## src/rtl/std_clock_gate_ctrl.sv

```systemverilog
// std_clock_gate_ctrl: multi-channel clock gate controller; each channel wakes on request,
// settles for WAKE_CYCLES, reports ready, and gates itself after IDLE_CYCLES of inactivity.
module std_clock_gate_ctrl #(
    parameter logic [31:0] CLOCK_INFO  = '0,
    parameter int          TECHNOLOGY  = 0,  // 0: simulation/ASIC latch gate, 1: Xilinx BUFGCE_1
    parameter int          CHANNELS    = 4,
    parameter int          WAKE_CYCLES = 2,
    parameter int          IDLE_CYCLES = 8,
    parameter bit          RESET_ON    = 1'b0
) (
    input  logic                clk,
    input  logic                rst_n,
    input  logic [CHANNELS-1:0] req,
    input  logic [CHANNELS-1:0] force_on,
    input  logic                bypass,
    output logic [CHANNELS-1:0] ready,
    output logic [CHANNELS-1:0] clk_en,
    output logic [CHANNELS-1:0] clk_out
);
    localparam int MAXC = (WAKE_CYCLES > IDLE_CYCLES) ? WAKE_CYCLES : IDLE_CYCLES;
    localparam int CW   = (MAXC < 1) ? 1 : $clog2(MAXC + 1);

    typedef enum logic [1:0] {OFF, WAKE, ON} state_t;
    localparam state_t RST_STATE = RESET_ON ? ON : OFF;

    logic unused_info;
    assign unused_info = ^CLOCK_INFO;

    for (genvar c = 0; c < CHANNELS; c++) begin : g_ch
        state_t        state_q, state_d;
        logic [CW-1:0] cnt_q, cnt_d;
        logic          en_q, rdy_q, want, en_eff, en_lat;

        assign want = req[c] | force_on[c];

        // one counter serves both the settle countdown and the idle count-up
        always_comb begin
            state_d = state_q;
            cnt_d   = cnt_q;
            case (state_q)
                OFF: if (want) begin
                    state_d = WAKE;
                    cnt_d   = CW'(WAKE_CYCLES - 1);
                end
                WAKE: if (cnt_q == '0) begin
                    state_d = ON;
                    cnt_d   = '0;
                end else begin
                    cnt_d = cnt_q - CW'(1);
                end
                ON: if (want) begin
                    cnt_d = '0;
                end else if (cnt_q == CW'(IDLE_CYCLES)) begin
                    state_d = OFF;
                    cnt_d   = '0;
                end else begin
                    cnt_d = cnt_q + CW'(1);
                end
                default: begin
                    state_d = RST_STATE;
                    cnt_d   = '0;
                end
            endcase
        end

        always_ff @(posedge clk or negedge rst_n) begin
            if (!rst_n) begin
                state_q <= RST_STATE;
                cnt_q   <= '0;
                en_q    <= RESET_ON;
                rdy_q   <= RESET_ON;
            end else begin
                state_q <= state_d;
                cnt_q   <= cnt_d;
                en_q    <= state_d != OFF;
                rdy_q   <= state_d == ON;
            end
        end

        assign ready[c]  = rdy_q;
        assign clk_en[c] = en_q;
        assign en_eff    = en_q | bypass;

        // enable only moves while clk is low, so every gated pulse is full width
        always_latch begin
            if (!clk) en_lat <= en_eff;
        end

        if (TECHNOLOGY == 1) begin : g_xil
`ifdef STD_XILINX
            BUFGCE_1 u_bufg (.I(clk), .CE(en_eff), .O(clk_out[c]));
`else
            assign clk_out[c] = clk & en_lat;
`endif
        end else begin : g_sim
            assign clk_out[c] = clk & en_lat;
        end
    end
endmodule

```

## config.mk

```make
export PLATFORM = sky130hd
export DESIGN_NAME = std_clock_gate_ctrl
export DESIGN_NICKNAME = d
export VERILOG_FILES = /design/src/rtl/std_clock_gate_ctrl.sv
export SDC_FILE = /design/constraint.sdc
export NUM_CORES = 1
export LEC_CHECK = 0
export BUFFER_PORTS_ARGS = -buffer_cell sky130_fd_sc_hd__buf_2
export CORE_AREA = 10 10 90 92
export CTS_BUF_LIST = sky130_fd_sc_hd__clkbuf_4 sky130_fd_sc_hd__clkbuf_8
export CTS_CLUSTER_DIAMETER = 150
export DETAILED_ROUTE_END_ITERATION = 10
export DIE_AREA = 0 0 100 102
export GPL_TIMING_DRIVEN = 0
export SKIP_CTS_REPAIR_TIMING = 1
export SLEW_MARGIN = 15
export SYNTH_ARGS = -nofsm -noshare
export SYNTH_HDL_FRONTEND = slang
export SYNTH_SLANG_ARGS = --single-unit
export TNS_END_PERCENT = 50
```

## constraint.sdc

```tcl
create_clock -name clk -period 1.55 [get_ports clk]
set_input_delay 0.31 -clock clk [delete_from_list [all_inputs] [get_ports clk]]
set_output_delay 0.31 -clock clk [all_outputs]
set_load 0.01 [all_outputs]
```

Word level (Yosys, flattened, before mapping)
Index checks and enable logic that the tools add are counted.
{ "word_totals": {"ff_bits": 32, "input_bits": 11, "wordCells": 116, "rom_bits": 0, "out_inout_bits": 12, "latch_bits": 4, "ram_bits": 0, "mem_count": 0} }
{ "op_classes": {"div_mod_pow": 0, "n_bitwise": 12, "n_addsub": 8, "shifts": 0, "mux": 44, "eq_ne": 20, "order_cmp": 0, "n_mul": 0, "n_reduce_logical": 12} }
{ "op_table": {"columns": ["cell", "n"], "rows": [
  ["two-way mux 4 bit", 16],
  ["case mux 4 bit (3 select lines)", 4],
  ["two-way mux 2 bit", 16],
  ["case mux 2 bit (3 select lines)", 4],
  ["adder 4 x 1 -> 4 bit (second input constant)", 4],
  ["== test 2 bit (second input constant)", 8],
  ["== test 4 bit (second input constant)", 4],
  ["zero test 4 bit", 4],
  ["subtractor 4 x 1 -> 4 bit (second input constant)", 4],
  ["== test 2 x 1 -> 1 bit (second input constant)", 4],
  ["zero test 2 bit", 4],
  ["inequality test 2 bit (second input constant)", 4],
  ["OR 1 bit", 8],
  ["nonzero test 2 bit", 4],
  ["bitwise AND 1 bit", 4],
  ["two-way mux 1 bit", 4]
]} }

Depth between registers and ports, before layout
Gate-level depths: netlist (run 1).
{ "logic_depth": {"ltp_word": 5, "ltp_mapped": 6, "mapped_depth_nobuf": 6} }

==> results of run 1 <==
power groups by stage:
stage          sequential [mW]  clock, mW  combinational, mW
6_report                  1.38       1.36               1.60
5_1_grt                   1.41       1.47               1.80
4_1_cts                   1.37       1.36               1.35
3_5_place_dp              1.39      0.237               1.34
3_3_place_gp              1.38      0.237               1.31
2_1_floorplan             1.32      0.154               1.08
kinds of logic (layout without fill, tap and decap cells):
| group | count (synthesis) | after routing | share of synthesized area, % |
|---|---|---|---|
| AO/OA/AOI/OAI | 72 | 72 | 22.9 |
| XOR/XNOR | 2 | 2 | 0.814 |
| adder cells (fa/ha/maj) | 9 | 9 | 5.23 |
| buffers and inverters | 29 | 70 | 7.21 |
| flip-flops | 32 | 32 | 37.2 |
| latches | 4 | 4 | 2.79 |
| multiplexers | 4 | 4 | 1.86 |
| AND/OR/NAND/NOR | 84 | 84 | 22.0 |
critical path, delay by kind of cell, from the launching register on:
family,cells,cell delay [ps]
latches,1,390
simple gates,1,100
buf+inv,1,120
per-stage QoR:
stage                     util (%)  hold WS (ps)  instance area [sq um]
final                         42.0         -28.5                   2640
after global routing          42.0          46.8                   2640
after CTS                     40.2          9.45                   2520
after detailed placement      37.6           432                   2360
after global placement        37.6           423                   2360
after floorplan                  -          14.4                   2150
path summary, 6_finish.rpt:
| kind | to | slack (ps) | cells after the start |
|---|---|---|---|
| max in group asynchronous | g_ch[0].cnt_q[0] | 1050 | 1 |
| setup / recovery | clk_out[2] | -560 | 2 |
| setup reg to reg | g_ch[0].cnt_q[3] | 50 | 6 |
| min in group clk | g_ch[3].cnt_q[1] | 250 | 3 |
| hold / removal | g_ch[3].state_q[1] | -30 | 1 |
| hold reg to reg | g_ch[2].cnt_q[0] | 570 | 1 |
cells in the mapped netlist (2+ instances only):
master	count	area (sq um)
o21ai_1	4	20.0
or2_2	6	37.5
buf_2	4	20.0
nor3b_1	3	22.5
o21ai_2	2	17.5
nor2b_1	6	37.5
o32ai_1	5	43.8
nand2b_1	9	56.3
o21ai_0	15	75.1
nand2_1	15	56.3
a211oi_1	2	15.0
dlxtn_1	4	60.1
inv_1	13	48.8
nand3b_1	3	22.5
ha_1	9	113
or3_1	4	25.0
a21oi_1	8	40.0
and2_1	4	25.0
dfrtp_1	32	801
o2bb2ai_1	2	17.5
a21boi_0	5	37.5
a31oi_1	2	12.5
clkbuf_2	3	15.0
nor2_1	17	63.8
or2_1	3	18.8
a211o_1	3	26.3
o21a_1	5	37.5
nor3_1	4	20.0
nand3_1	2	10.0
o221ai_1	2	17.5
buf_4	8	60.1
o22ai_1	8	50.1
xnor2_1	2	17.5
mux2i_1	4	40.0
sequential cells by signal, indices dropped and copies added (netlist names):
register	count
g_ch.en_lat	4
g_ch.state_q	8
g_ch.cnt_q	16
g_ch.rdy_q	4
g_ch.en_q	4
routing by layer:
metal | vias up | global-route usage [%] | share of wire, %
met3 | 7 | 4.25 | 5.9
met4 | 0 | 5.98 | 1.6
met5 | - | 0 | 0
met2 | 33 | 14.3 | 46
met1 | 882 | 11.2 | 46
li1 | 908 | - | -
cell type report:
cell class	instances	area [sq um]
Inverter	13	48.8
Clock buffer	17	188
Fill cell	621	3640
Sequential cell	36	862
Timing Repair Buffer	24	135
Buffer	16	106
Tap cell	77	96.3
Multi-Input combinational cell	171	1200
==> results.py, run 1 <==
metrics = {
    "power_and_ir_drop": {
        "switching_share_pct": 36.3,
        "power.switching_mw": 1.57,
        "clkPwrFrac_pct": 31.3,
        "power_density_mw_per_mm2": 1640,
        "power_mw": 4.34,
        "p_seq_share_pct": 31.8,
        "p_int_mw": 2.77,
        "share_comb_of_total_power_pct": 36.8,
        "p_leak_nw": 1.17,
        "ir_drop_uv": 1180,
    },
    "worst_setup_path": {
        "crit_path_start": "g_ch[2].en_lat",
        "critPathSlowestCell": "dlxtn_1",
        "cp-end-kind": "output pin",
        "slowest_delay_ps": 390,
        "cp_max_fo": 1,
        "timing.rr.start": "g_ch[0].cnt_q[0]",
        "arrival_ps": 1800,
        "path_class": "latch2out",
        "startpoint_type": "latch",
        "required_ps": 1240,
        "path_cells": "and2_1 -> buf_2",
    },
    "place": {
        "hpwl_mm": 3.15,
        "port_buffers": 22,
        "place_ws_ps": -133,
        "dpl.cell_count": 335,
        "place.gp.congestion": 0.818,
    },
    "timing": {
        "final_hold_viol_count": 32,
        "slew-limit-headroom_pct": 51.2,
        "clock_skew_ps": 2.92,
        "rsz0062_at_grt": "yes",
        "holdWs_ps": -28.5,
        "slew_viol_final": 0,
        "worstMarginPinSlew_ps": 732,
        "finalSetupTns_ps": -2210,
        "layout_setup_ws_ps": -559,
        "setup_viol": 8,
    },
    "grt": {
        "overflow": 0,
        "grt_start_max_net_pins": 33,
        "antenna_found_initial": 0,
        "grt_pass1_vias": 1762,
        "grt_pass1_wl_mm": 7.94,
        "track_usage_pct": 9.64,
    },
    "cells_and_area": {
        "most-common-layout-cells": "31 x dfrtp_1, 25 x buf_2, 17 x nor2_1",
        "final_nets": 295,
        "layout_commonest_cell": "dfrtp_1",
        "diodes": 0,
        "final_cells": 354,
        "area_growth_pct": 22.6,
        "drive_gt1_share_pct": 30.0,
    },
    "synthesis": {
        "syn_area_per_cell_sq_um": 9.12,
        "synth_cell_type_count": 52,
        "async_reset_ff_share_pct": 88.9,
        "ys_warn_count": 0,
        "synth_edf_count": 0,
        "synth_area_sq_mm": 0.00215,
        "syn-num-nets": 256,
        "syn_inst": 236,
        "synth_top_flop_cell": "dfrtp_1",
        "ys_seq_elements": 36,
    },
    "detailed_routing": {
        "drtIter0Drc": 33,
        "route.detailed.drc": 0,
        "num_vias": 1830,
        "avgRoutedWirePerCell_microns": 13.1,
        "drtPass1Iterations": 6,
        "antenna_left": 0,
        "wl_mm": 4.65,
        "vias_per_cell": 5.17,
    },
    "run": {
        "max-cap-violations": 0,
    },
    "die": {
        "dieArea_sq_mm": 0.0102,
        "num_rows": 29,
        "core_sq_mm": 0.00628,
        "die_w_microns": 100,
        "fp.dieH_microns": 102,
        "ioPinCount": 23,
        "start_util_pct": 34.3,
    },
    "status": {
        "failed_checks": "hold timing, setup timing",
        "status": "finished with violations",
    },
    "clocking": {
        "tritoncts": "yes",
        "clkTransAtPathRegs_ps": 70,
        "clk_latency_ps": 390,
    },
    "min_path": {
        "hold_class": "in2async",
    },
}
No activity file was read; power rests on OpenSTA's default activity.
==> run 2: changes to the inputs <==
CORE_AREA = 10 10 96 98   (was 10 10 90 92)
DIE_AREA = 0 0 106 108   (was 0 0 100 102)
==> results.py, run 2 (synthesis results as in run 1) <==
metrics = {
    "detailed_routing": {
        "avgRoutedWirePerCell_microns": 12.1,
        "route.detailed.drc": 0,
        "top_layer_used": "met4",
        "detailroute.wirelength.met2_mm": 2.12,
        "vias_per_cell": 4.72,
        "num_vias": 1761,
        "antenna_left": 0,
        "wl_met1_mm": 2.04,
        "drtIter0Drc": 46,
        "wl_met3_microns": 257,
        "wl_mm": 4.51,
        "drtPass1Iterations": 4,
    },
    "place": {
        "place_ws_ps": -142,
        "dpl_cell_area_sq_mm": 0.00239,
        "hpwl_mm": 3.20,
        "port_buffers": 22,
        "dpl.cell_count": 360,
        "place.gp.congestion": 0.800,
    },
    "worst_setup_path": {
        "required_ps": 1240,
        "cp_max_fo": 1,
        "startpoint_type": "latch",
        "slowest_delay_ps": 390,
        "path_cells": "and2_4 -> buf_6",
        "reg2reg_to": "g_ch[0].cnt_q[3]",
        "worst_r2r_path_depth": 6,
        "timing.rr.start": "g_ch[0].cnt_q[0]",
        "path_class": "latch2out",
        "r2r_setup_slack_ps": -80,
        "arrival_ps": 1800,
        "cp-end-kind": "output pin",
        "critPathSlowestCell": "dlxtn_1",
        "crit_path_start": "g_ch[1].en_lat",
    },
    "power_and_ir_drop": {
        "power_mw": 4.11,
        "power.switching_mw": 1.50,
        "p_seq_share_pct": 33.8,
        "p_leak_nw": 1.13,
        "ir_drop_uv": 537,
        "p_int_mw": 2.61,
        "share_comb_of_total_power_pct": 33.2,
        "clkPwrFrac_pct": 33.0,
        "switching_share_pct": 36.4,
        "power_density_mw_per_mm2": 1570,
    },
    "cells_and_area": {
        "final_util_pct": 35.0,
        "layout_commonest_cell": "dfrtp_1",
        "final_nets": 289,
        "drive_gt1_share_pct": 26.9,
        "most-common-layout-cells": "30 x dfrtp_1, 25 x buf_2, 17 x nor2_1",
        "diodes": 0,
        "top_register": "g_ch.cnt_q",
        "area_growth_pct": 21.2,
        "largest_reg_flops": 16,
        "fin_area_sq_mm": 0.00261,
        "top_regs": "g_ch.cnt_q (16), g_ch.state_q (8)",
        "final_cells": 373,
    },
    "timing": {
        "rsz0062_at_grt": "yes",
        "setup_viol": 9,
        "finalSetupTns_ps": -2320,
        "clock_skew_ps": 4.34,
        "worstMarginPinSlew_ps": 730,
        "slew-limit-headroom_pct": 51.4,
        "final_hold_viol_count": 32,
        "layout_setup_ws_ps": -563,
        "holdWs_ps": -28.7,
        "slew_viol_final": 0,
    },
    "status": {
        "failed_checks": "hold timing, setup timing",
        "status": "finished with violations",
    },
    "grt": {
        "grt_pass1_vias": 1746,
        "antenna_found_initial": 0,
        "overflow": 0,
        "grt_pass1_wl_mm": 7.51,
        "grt_start_max_net_pins": 33,
        "track_usage_pct": 8.11,
    },
    "clocking": {
        "clkTransAtPathRegs_ps": 70,
        "clk_latency_ps": 390,
        "tritoncts": "yes",
    },
    "die": {
        "die_w_microns": 106,
        "num_rows": 32,
        "start_util_pct": 28.9,
        "core_sq_mm": 0.00745,
        "dieArea_sq_mm": 0.0114,
        "ioPinCount": 23,
        "fp.dieH_microns": 108,
    },
    "min_path": {
        "hold_class": "in2async",
    },
    "run": {
        "max-cap-violations": 0,
    },
}
## run 2: cell count changes in the layout (fill, tap and decap cells not counted), sizes merged
cell    before  now
buf         42   35
clkbuf      15   16
## run 2: routing by layer
metal	vias up	track usage, %
met5	-	0
met4	0	5.03
met3	12	4.05
met2	27	12.4
met1	830	8.90
li1	892	-
## run 2: critical path, delay by kind of cell (launching register included)
family | cells | cell delay [ps]
latches | 1 | 390
simple gates | 1 | 130
buf+inv | 1 | 90
## run 2: worst max-delay path by stage
stage,endpoint,slack (ps),cells past startpoint
2_1_floorplan,clk_out[2],-60,1
3_3_place_gp,clk_out[1],-130,2
3_5_place_dp,g_ch[0].cnt_q[3],-140,6
4_1_cts,clk_out[2],-590,2
5_1_grt,clk_out[0],-610,2
6_report,clk_out[1],-560,2
## run 2: area by class of cell
cell class              count  area [sq um]
fillers                   790          4840
well taps                 102           128
repair buffers             18          90.1
flip-flops and latches     36           863
inverters                  13          48.8
multi-input cells         171          1180
clock buffers              17           186
plain buffers              16           106
## run 2: power by group through the flow
| stage | Sequential [mW] | Combinational [mW] | Clock (mW) |
|---|---|---|---|
| after floorplan | 1.32 | 1.08 | 0.154 |
| after global placement | 1.39 | 1.30 | 0.237 |
| after detailed placement | 1.40 | 1.34 | 0.237 |
| after CTS | 1.38 | 1.34 | 1.37 |
| after global routing | 1.43 | 1.55 | 1.47 |
| final | 1.39 | 1.36 | 1.36 |
==> run 3: changes to the inputs <==
==> constraint.sdc (replaced) <==
create_clock -name clk -period 1.55 [get_ports clk]
set_input_delay 0.2325 -clock clk [delete_from_list [all_inputs] [get_ports clk]]
set_output_delay 0.2325 -clock clk [all_outputs]
set_load 0.01 [all_outputs]
==> results.py, run 3 (synthesis results as in run 1) <==
metrics = {
    "detailed_routing": {
        "avgRoutedWirePerCell_microns": 12.0,
        "drtPass1Iterations": 5,
        "vias_per_cell": 4.68,
        "drtIter0Drc": 78,
        "wl_mm": 4.54,
        "num_vias": 1772,
        "antenna_left": 0,
        "route.detailed.drc": 0,
    },
    "place": {
        "dpl_cell_area_sq_mm": 0.00239,
        "place.gp.congestion": 0.835,
        "port_buffers": 22,
        "hpwl_mm": 3.11,
        "place_ws_ps": -130,
    },
    "timing": {
        "slew_viol_final": 0,
        "clock_skew_ps": 10.2,
        "setup_viol": 8,
        "rsz0062_at_grt": "yes",
        "worstMarginPinSlew_ps": 734,
        "slew-limit-headroom_pct": 51.0,
        "layout_setup_ws_ps": -484,
        "final_hold_viol_count": 0,
    },
    "cells_and_area": {
        "n_fill_cell": 781,
        "final_nets": 295,
        "fin_area_sq_mm": 0.00268,
        "seqCellArea_sq_um": 866,
        "top_regs": "g_ch.cnt_q (16), g_ch.state_q (8)",
        "most-common-layout-cells": "30 x dfrtp_1, 24 x buf_2, 17 x nor2_1",
        "area_growth_pct": 24.3,
        "diodes": 0,
        "layout_commonest_cell": "dfrtp_1",
        "largest_reg_flops": 16,
        "multi_input_area_sq_mm": 0.00120,
        "top_register": "g_ch.cnt_q",
        "drive_gt1_share_pct": 30.7,
    },
    "grt": {
        "grt_pass1_vias": 1737,
        "grt_pass1_wl_mm": 7.57,
        "track_usage_pct": 8.21,
        "antenna_found_initial": 0,
        "overflow": 0,
        "grt_start_max_net_pins": 33,
    },
    "worst_setup_path": {
        "cp-end-kind": "output pin",
        "arrival_ps": 1800,
        "cp_max_fo": 1,
        "required_ps": 1320,
        "path_class": "latch2out",
        "startpoint_type": "latch",
    },
    "die": {
        "core_sq_mm": 0.00745,
        "ioPinCount": 23,
        "dieArea_sq_mm": 0.0114,
        "start_util_pct": 28.9,
        "fp.dieH_microns": 108,
        "num_rows": 32,
        "die_w_microns": 106,
    },
    "power_and_ir_drop": {
        "ir_drop_uv": 619,
        "p_leak_nw": 1.16,
        "power_density_mw_per_mm2": 1600,
    },
    "status": {
        "failed_checks": "setup timing",
        "status": "finished with violations",
    },
    "clocking": {
        "clk_latency_ps": 390,
        "tritoncts": "yes",
        "clkTransAtPathRegs_ps": 80,
    },
    "min_path": {
        "hold_class": "in2reg",
    },
    "run": {
        "max-cap-violations": 0,
    },
}
-- run 3: changes by cell type in the layout (fill, tap and decap cells not counted), moves of 2 or more --
cell	change
buf_4	+5
dlxtn_1	-2
dlxtn_2	+2
inv_1	-2
nand2b_1	-2
nand2b_4	+2
-- run 3: path summary, 6_finish.rpt --
path	slack, ps	cells after the start	to	startpoint
min in group asynchronous	430	2	g_ch[1].cnt_q[1]	rst_n
min	180	3	g_ch[3].cnt_q[1]	force_on[3]
min reg2reg	540	1	g_ch[3].cnt_q[0]	g_ch[3].cnt_q[0]
max reg2reg	40	6	g_ch[3].cnt_q[3]	g_ch[3].cnt_q[1]
max	-480	2	clk_out[3]	g_ch[3].en_lat
max in group asynchronous	600	2	g_ch[0].cnt_q[0]	rst_n
-- run 3: stage by stage --
stage	util [%]	power, mW	TNS [ps]	hold WS [ps]	std cells
2_1_floorplan	-	2.53	0	-63.1	236
3_3_place_gp	32.1	2.91	-318	337	360
3_5_place_dp	32.1	2.95	-397	349	360
4_1_cts	34.1	4.00	-2260	-75.4	373
5_1_grt	35.9	4.63	-2170	178	379
6_report	35.9	4.28	-1910	178	379
-- run 3: cell type report --
cell class                 instances  area share (%)
tap                              102            4.77
buffer                            16            3.98
timing repair buffer              24            5.14
clock inverter                     1           0.187
sequential                        36            32.4
multi-input combinational        171            44.9
inverter                          13            1.92
clock buffer                      16            6.69
-- run 3: critical path, cell delays in order, from the launching register on --
cell,delay [ps]
dlxtn_2,400
and2_4,120
buf_6,90
-- run 3: routing by layer --
layer,vias up,share of wire (%),GRT usage [%]
met5,-,0,0
met4,0,0.46,4.06
met3,2,6.0,4.52
met2,26,46,12.5
met1,837,48,9.19
li1,907,-,-
-- run 3: power breakdown --
part	switching [mW]	internal [mW]	leakage (nW)
logic	0.766	0.774	0.628
registers	0.262	1.13	0.418
clock network	0.529	0.819	0.117
